<file path="src/rtl/universal_shift_reg.sv">
// Parametrised universal shift register (hold / shift right / shift left / load) with a
// word counter that pulses word_done every WIDTH shifts. Define USR_ROTATE_EN to add rot.
module universal_shift_reg #(
   parameter  int unsigned WIDTH = 4,
   localparam int unsigned CW    = (WIDTH > 2) ? $clog2(WIDTH) : 1
) (
   input  logic             clk,
   input  logic             clr,
   input  logic             en,
   input  logic [1:0]       mode,
   input  logic [WIDTH-1:0] in,
   input  logic             sin_r,
   input  logic             sin_l,
`ifdef USR_ROTATE_EN
   input  logic             rot,
`endif
   output logic [WIDTH-1:0] out,
   output logic             sout_r,
   output logic             sout_l,
   output logic [CW-1:0]    shift_cnt,
   output logic             word_done
);

   localparam logic [1:0] MODE_HOLD  = 2'b00;
   localparam logic [1:0] MODE_SHR   = 2'b01;
   localparam logic [1:0] MODE_SHL   = 2'b10;
   localparam logic [1:0] MODE_LOAD  = 2'b11;

   logic [WIDTH-1:0] out_q, out_d;
   logic [CW-1:0]    cnt_q, cnt_d;
   logic             done_q, done_d;
   logic             fill_r, fill_l;
   logic             shifting;

   // Bits entering the register on a shift: serial inputs, or the wrapped-around bit when rotating
`ifdef USR_ROTATE_EN
   assign fill_r = rot ? out_q[0]       : sin_r;
   assign fill_l = rot ? out_q[WIDTH-1] : sin_l;
`else
   assign fill_r = sin_r;
   assign fill_l = sin_l;
`endif

   always_comb begin
      out_d    = out_q;
      cnt_d    = cnt_q;
      done_d   = 1'b0;
      shifting = 1'b0;
      if (en) begin
         case (mode)
            MODE_HOLD: ;
            MODE_SHR: begin
               out_d    = {fill_r, out_q[WIDTH-1:1]};
               shifting = 1'b1;
            end
            MODE_SHL: begin
               out_d    = {out_q[WIDTH-2:0], fill_l};
               shifting = 1'b1;
            end
            MODE_LOAD: begin
               out_d = in;
               cnt_d = '0;
            end
            default: ;
         endcase
      end
      // Counter keeps running across direction changes; only load, wrap or reset clear it
      if (shifting) begin
         if (cnt_q == CW'(WIDTH - 1)) begin
            cnt_d  = '0;
            done_d = 1'b1;
         end else begin
            cnt_d  = cnt_q + CW'(1);
         end
      end
   end

   always_ff @(posedge clk or negedge clr) begin
      if (!clr) begin
         out_q  <= '0;
         cnt_q  <= '0;
         done_q <= 1'b0;
      end else begin
         out_q  <= out_d;
         cnt_q  <= cnt_d;
         done_q <= done_d;
      end
   end

   assign out       = out_q;
   assign shift_cnt = cnt_q;
   assign word_done = done_q;
   assign sout_r    = out_q[0];
   assign sout_l    = out_q[WIDTH-1];

endmodule

</file>
<file path="config.mk">
export PLATFORM = sky130hd
export DESIGN_NAME = universal_shift_reg
export DESIGN_NICKNAME = d
export VERILOG_FILES = /design/src/rtl/universal_shift_reg.sv
export SDC_FILE = /design/constraint.sdc
export NUM_CORES = 1
export LEC_CHECK = 0
export CAP_MARGIN = 20
export CORE_AREA = 2 2 39 41
export DETAILED_ROUTE_END_ITERATION = 8
export DIE_AREA = 0 0 41 43
export HOLD_SLACK_MARGIN = 0.12
export PLACE_DENSITY = 0.63
export SLEW_MARGIN = 10
export SYNTH_ARGS = -nofsm -noshare
export SYNTH_HDL_FRONTEND = slang
export SYNTH_SLANG_ARGS = --single-unit
</file>
<file path="constraint.sdc">
create_clock -name clk -period 1.2 [get_ports clk]
set_input_delay 0.36 -clock clk [delete_from_list [all_inputs] [get_ports clk]]
set_output_delay 0.36 -clock clk [all_outputs]
set_load 0.1 [all_outputs]
</file>
==> impl_metrics.py <==
metrics = {
    "finish": {
        "area_growth_pct": 99.13,
        "fin_nets": 89,
        "drive_gt1_frac": 0.5417,
        "nFillCells": 111,
        "diodes": 0,
        "stdcell_count": 88,
    },
    "worst_setup_path": {
        "crit_family": "flip-flops",
        "crit_buf_inv": 1,
        "cp_data_arrival_time_ns": 0.93,
        "r2r-end": "shift_cnt[1]",
        "worst_path_max_delay_cell": "dfrtp_4",
        "rr_worst_depth": 3,
        "reg2reg_from": "shift_cnt[1]",
        "worstPathCellList": "buf_12",
        "cp.required_ns": 0.84,
        "start_kind": "register",
        "path_max_fanout": 3,
        "reg2reg_slack_ns": 0.04,
        "end_kind": "output pin",
        "path_class": "reg2out",
        "cpPeakStageDelay_ns": 0.51,
    },
    "timing": {
        "rsz0062_at_grt": "yes",
        "clock-skew-final_ns": 0.001976,
        "tightestPinTransition_ns": 0.2895,
        "maxSlewHeadroom": 0.8064,
        "period_share": 1.077,
        "hold_ws_ns": 0.3668,
        "max_freq_ghz": 0.7740,
        "hold_viol": 0,
        "setup-violations-final": 6,
        "post-route-min-period_ns": 1.292,
        "finalMaxSlewViolations": 0,
        "finalWorstSetupSlack_ns": -0.09199,
    },
    "synthesis": {
        "synth_area_leaders": "dfrtp_1 40%, ha_1 14%, a31oi_1 5.8%",
        "ys_warn_count": 0,
        "synth_top_cell_by_area": "dfrtp_1",
        "avgSynthCellArea_um2": 9.839,
        "synth_edf_count": 0,
        "yosysMostFrequentCell": "dfrtp_1",
        "synthCells": 44,
        "synth_seq_area_share": 0.4046,
        "mappedNetlistNets": 60,
        "async_reset_ff_frac": 1.000,
        "syn_area_um2": 432.9,
        "synth_seq_cells": 7,
        "yosysTopAreaCellShare": 0.4046,
        "synth_cell_type_count": 16,
        "synth_common_cells": "7 x dfrtp_1, 6 x nor2_1, 5 x ha_1",
        "synth-main-ff-cell": "dfrtp_1",
    },
    "detailed_routing": {
        "drc": 0,
        "viasPerCell": 4.693,
        "wire_per_inst_um": 11.58,
        "first_pass_iters": 4,
        "antenna_left": 0,
        "top_layer_used": "met3",
        "dr_wl_met3_um": 48,
        "wl_met1_um": 418,
        "dr_wl_met2_um": 552,
        "drt_iter0_drc": 5,
        "vias": 413,
        "totalWireLength_um": 1019,
    },
    "pwr": {
        "power.density_mw_per_mm2": 1992,
        "pwr-share-clk": 0.117,
        "switchingPower_uw": 812.9,
        "pwr-share-comb": 0.652,
        "pwr-share-seq": 0.230,
        "internal-power_uw": 904.0,
        "p_leak_uw": 0.0003729,
        "ir_worst_vdd_mv": 0.7439,
        "p_sw_frac": 0.4735,
    },
    "global_route": {
        "grt_max_degree": 9,
        "grt_pass1_wl_um": 1731,
        "globalRouteOverflowTotal": 0,
        "grt_pass1_vias": 432,
        "track_usage": 0.1426,
        "antenna_found_initial": 0,
    },
    "clocking": {
        "ctsHoldBuffers": 0,
        "cts_max_path_buffers": 2,
        "cts_sinks": 7,
        "cts_tree": "yes",
        "clkTransAtPathRegs_ns": 0.05,
        "htreeDepth": 1,
        "clk_latency_ns": 0.24,
        "cts_made_buffers": 3,
        "cts-root-buf": "clkbuf_4",
    },
    "die": {
        "io_pins": 20,
        "rows": 14,
        "fp.dieW_um": 41,
        "coreArea_mm2": 0.001384,
        "fp.dieH_um": 43,
        "initial_utilization": 0.3128,
        "die_area_mm2": 0.001763,
    },
    "status": {
        "status": "complete, but fails checks",
        "failed_checks": "negative setup slack",
    },
    "placed_design": {
        "place_congestion": 0.7735,
        "io_buffers": 19,
        "dpl.hpwl_um": 743.1,
        "dpl.cell_count": 77,
    },
    "run": {
        "drv_cap": 0,
    },
    "worst_hold_path": {
        "holdCritPathClass": "in2async",
    },
}
layer usage:
layer  GRT usage  vias to the layer above
met3     0.02618                        0
met2      0.2281                       19
met1      0.1678                      186
li1            -                      208
met4     0.08000                        0
met5           0                        -
logic make-up (layout without fill, tap and decap cells):
logic type	count (synthesis)	in the layout	share of synthesized area
fa+ha+maj	5	5	0.1445
compound gates	12	12	0.1936
buf+inv	6	34	0.1040
flops	7	7	0.4046
simple gates	14	14	0.1532
layout by cell type, fill, tap and decap left out, drive strengths merged, types with 2 or more instances in the layout:
master and count:
nor2 6, a32o 2, ha 5, a21oi 2
buf 19, nand2 4, clkbuf 5, a31oi 4
dfrtp 7, clkdlybuf4s50 7, nor3b 2, inv 2
a22oi 2
registers in the layout (all words and copies together) (netlist names):
register	cells
out	4
shift_cnt	2
word_done	1
timing repair:
action                                  CTS  global route
resized for setup                        11             9
endpoints found under the setup margin   15            14
pin swaps                                 2             1
setup buffers                             7             0
worst max path at each step:
stage                     slack (ns)      to  depth (start not counted)    start
after floorplan                -0.11  out[3]                          1   out[3]
after global placement         -0.52  out[2]                          6  mode[0]
after detailed placement       -0.57  out[0]                          6  mode[1]
after CTS                       -0.1  sout_r                          1   out[0]
after global routing           -0.11  sout_r                          1   out[0]
final                          -0.09  sout_r                          1   out[0]
layout make-up:
| class | instances | area [um^2] | area share |
|---|---|---|---|
| timing repair buffer | 28 | 344.1 | 0.3991 |
| multi-input combinational | 31 | 270.3 | 0.3135 |
| sequential | 7 | 193.9 | 0.2250 |
| clock buffer | 4 | 26.28 | 0.03048 |
| tap | 16 | 20.02 | 0.02322 |
| inverter | 2 | 7.507 | 0.008708 |
power groups by stage:
stage	clock [uW]	sequential, uW	combinational (uW)
floorplan	0	798	249
detailed placement	0	434	977
global route	223	402	1170
finish	201	396	1120
CTS	203	391	1100
global placement	0	433	971
per-stage QoR:
step / power (uW) / TNS, ns / util / setup WS, ns / instance area [um^2]
5_1_grt: 1799 / -0.6154 / 0.6230 / -0.1115 / 862.1
2_1_floorplan: 1047 / -0.1210 / - / -0.1136 / 476.7
4_1_cts: 1698 / -0.4675 / 0.6139 / -0.09506 / 849.6
3_5_place_dp: 1410 / -3.483 / 0.5362 / -0.5684 / 742.0
3_3_place_gp: 1404 / -3.377 / 0.5362 / -0.5224 / 742.0
6_report: 1717 / -0.4648 / 0.6230 / -0.09199 / 862.1
Power figures use the tool's default switching activity.
==> variant: new RTL, same flow settings <==
The option `USR_ROTATE_EN` is turned on by a define.
--- a/src/rtl/universal_shift_reg.sv
+++ b/src/rtl/universal_shift_reg.sv
@@ -2,2 +2,4 @@
 // word counter that pulses word_done every WIDTH shifts. Define USR_ROTATE_EN to add rot.
+`define USR_ROTATE_EN
+
 module universal_shift_reg #(
Ports: changed (added rot); port bits go from 20 to 21. The function was not compared with the original's and may differ.
==> variant against the original RTL <==
- the run still ends with negative setup slack left
- sequential cell count unchanged
- count of clock-buffer cells in the layout unchanged
- synthesized area grew 1.7%
- first-iteration DRC count fell by 40%
- power is 3.5% higher
- cell area is 2.8% higher
- critical path depth stayed put
- routed wire length is 13% higher
- clock power up 7%
- sequential power increased by 2%
- worst hold slack better by 3.9 ps
- clock skew fell by 1.6 ps
- worst setup slack worse by 26 ps
- critical path type unchanged
- critical endpoint unchanged
- highest routed layer is now met4
==> variant: results (changes against the original RTL) <==
insertion_delay_ps: 250
n_fill_cell: 105  # -5.4%
violations: "negative setup slack"
hold_path.class: "primary input to asynchronous set/reset pin"
cts_num_sinks: 7  # unchanged
io_buffers: 20  # +1
finalNetCount: 92  # +3.4%
synth_area_per_cell_um2: 10.0  # +1.7%
synth_area_leaders: "dfrtp_1, ha_1, o21ai_0"
final_cells: 90  # +2.3%
num_vias: 456  # +10%
buf_share_pct: 40.3  # +0.34 points
dp_slack_ps: -647  # -79.0 ps
peakVddDrop_v: 0.00104  # +39%
fp.dieW_um: 41  # unchanged
timing.final.ws_setup_ps: -117  # -25.5 ps
dpl-instance-area_um2: 802  # +8.1%
status: "finished, violations left"
grt_pass1_vias: 470  # +8.8%
leakagePower_uw: 0.000392  # +5.1%
gp_congestion: 0.831  # +7.4%
cp_slowest_cell: "dfrtp_4"
grt_pass1_wl_mm: 2.08  # +20%
drt_iter0_drc: 3  # -2
synthTopCellsByCount: "dfrtp_1, ha_1, o21ai_0"
setup_violations: 6  # unchanged
finalCoreUtilization_pct: 64.0  # +1.7 points
wl_per_cell_um: 12.8  # +11%
synth_fp_nets: 61  # +1.7%
postCtsSetupRepairBufs: 5  # -2
clockNetworkAreaShare_pct: 2.97  # -0.082 points
multi_input_cells: 33  # +6.5%
finalSetupTns_ps: -575  # -110 ps
holdWs_ps: 371  # +3.89 ps
multi_input_comb_area_um2: 282  # +4.2%
finalClockSkew_ps: 0.406  # -1.57 ps
grt_use_total_pct: 17.5  # +3.2 points
relSlewSlack_pct: 78.4  # -2.2 points
drive_gt1_share_pct: 52.7  # -1.5 points
synth_cell_types: 19  # +3
-- variant: worst max path at each step --
stage	startpoint	to
2_1_floorplan	shift_cnt[1]	shift_cnt[1]
3_3_place_gp	mode[0]	out[3]
3_5_place_dp	mode[0]	out[3]
4_1_cts	out[0]	sout_r
5_1_grt	out[0]	out[0]
6_report	out[0]	sout_r
-- variant: layer usage --
layer	up-vias	track usage [%]	routed length [µm]
met2	22	25.0	557
li1	221	-	-
met5	-	0	0
met1	211	22.3	493
met4	0	10.0	14
met3	2	5.24	89
-- variant: report_power, final --
group          total (µW)  switching, µW  internal, µW
Clock                 216           89.2           127
Sequential            403           79.8           323
Combinational        1160            685           473
-- variant: logic make-up (layout without fill, tap and decap cells) --
kind of cell	Yosys count	after routing	synth area share, %
AO/OA/AOI/OAI	13	13	21.0
flip-flops	7	7	39.8
multiplexers	2	2	5.11
AND/OR/NAND/NOR	13	13	14.8
adder cells (fa/ha/maj)	5	5	14.2
buffers and inverters	4	34	5.11
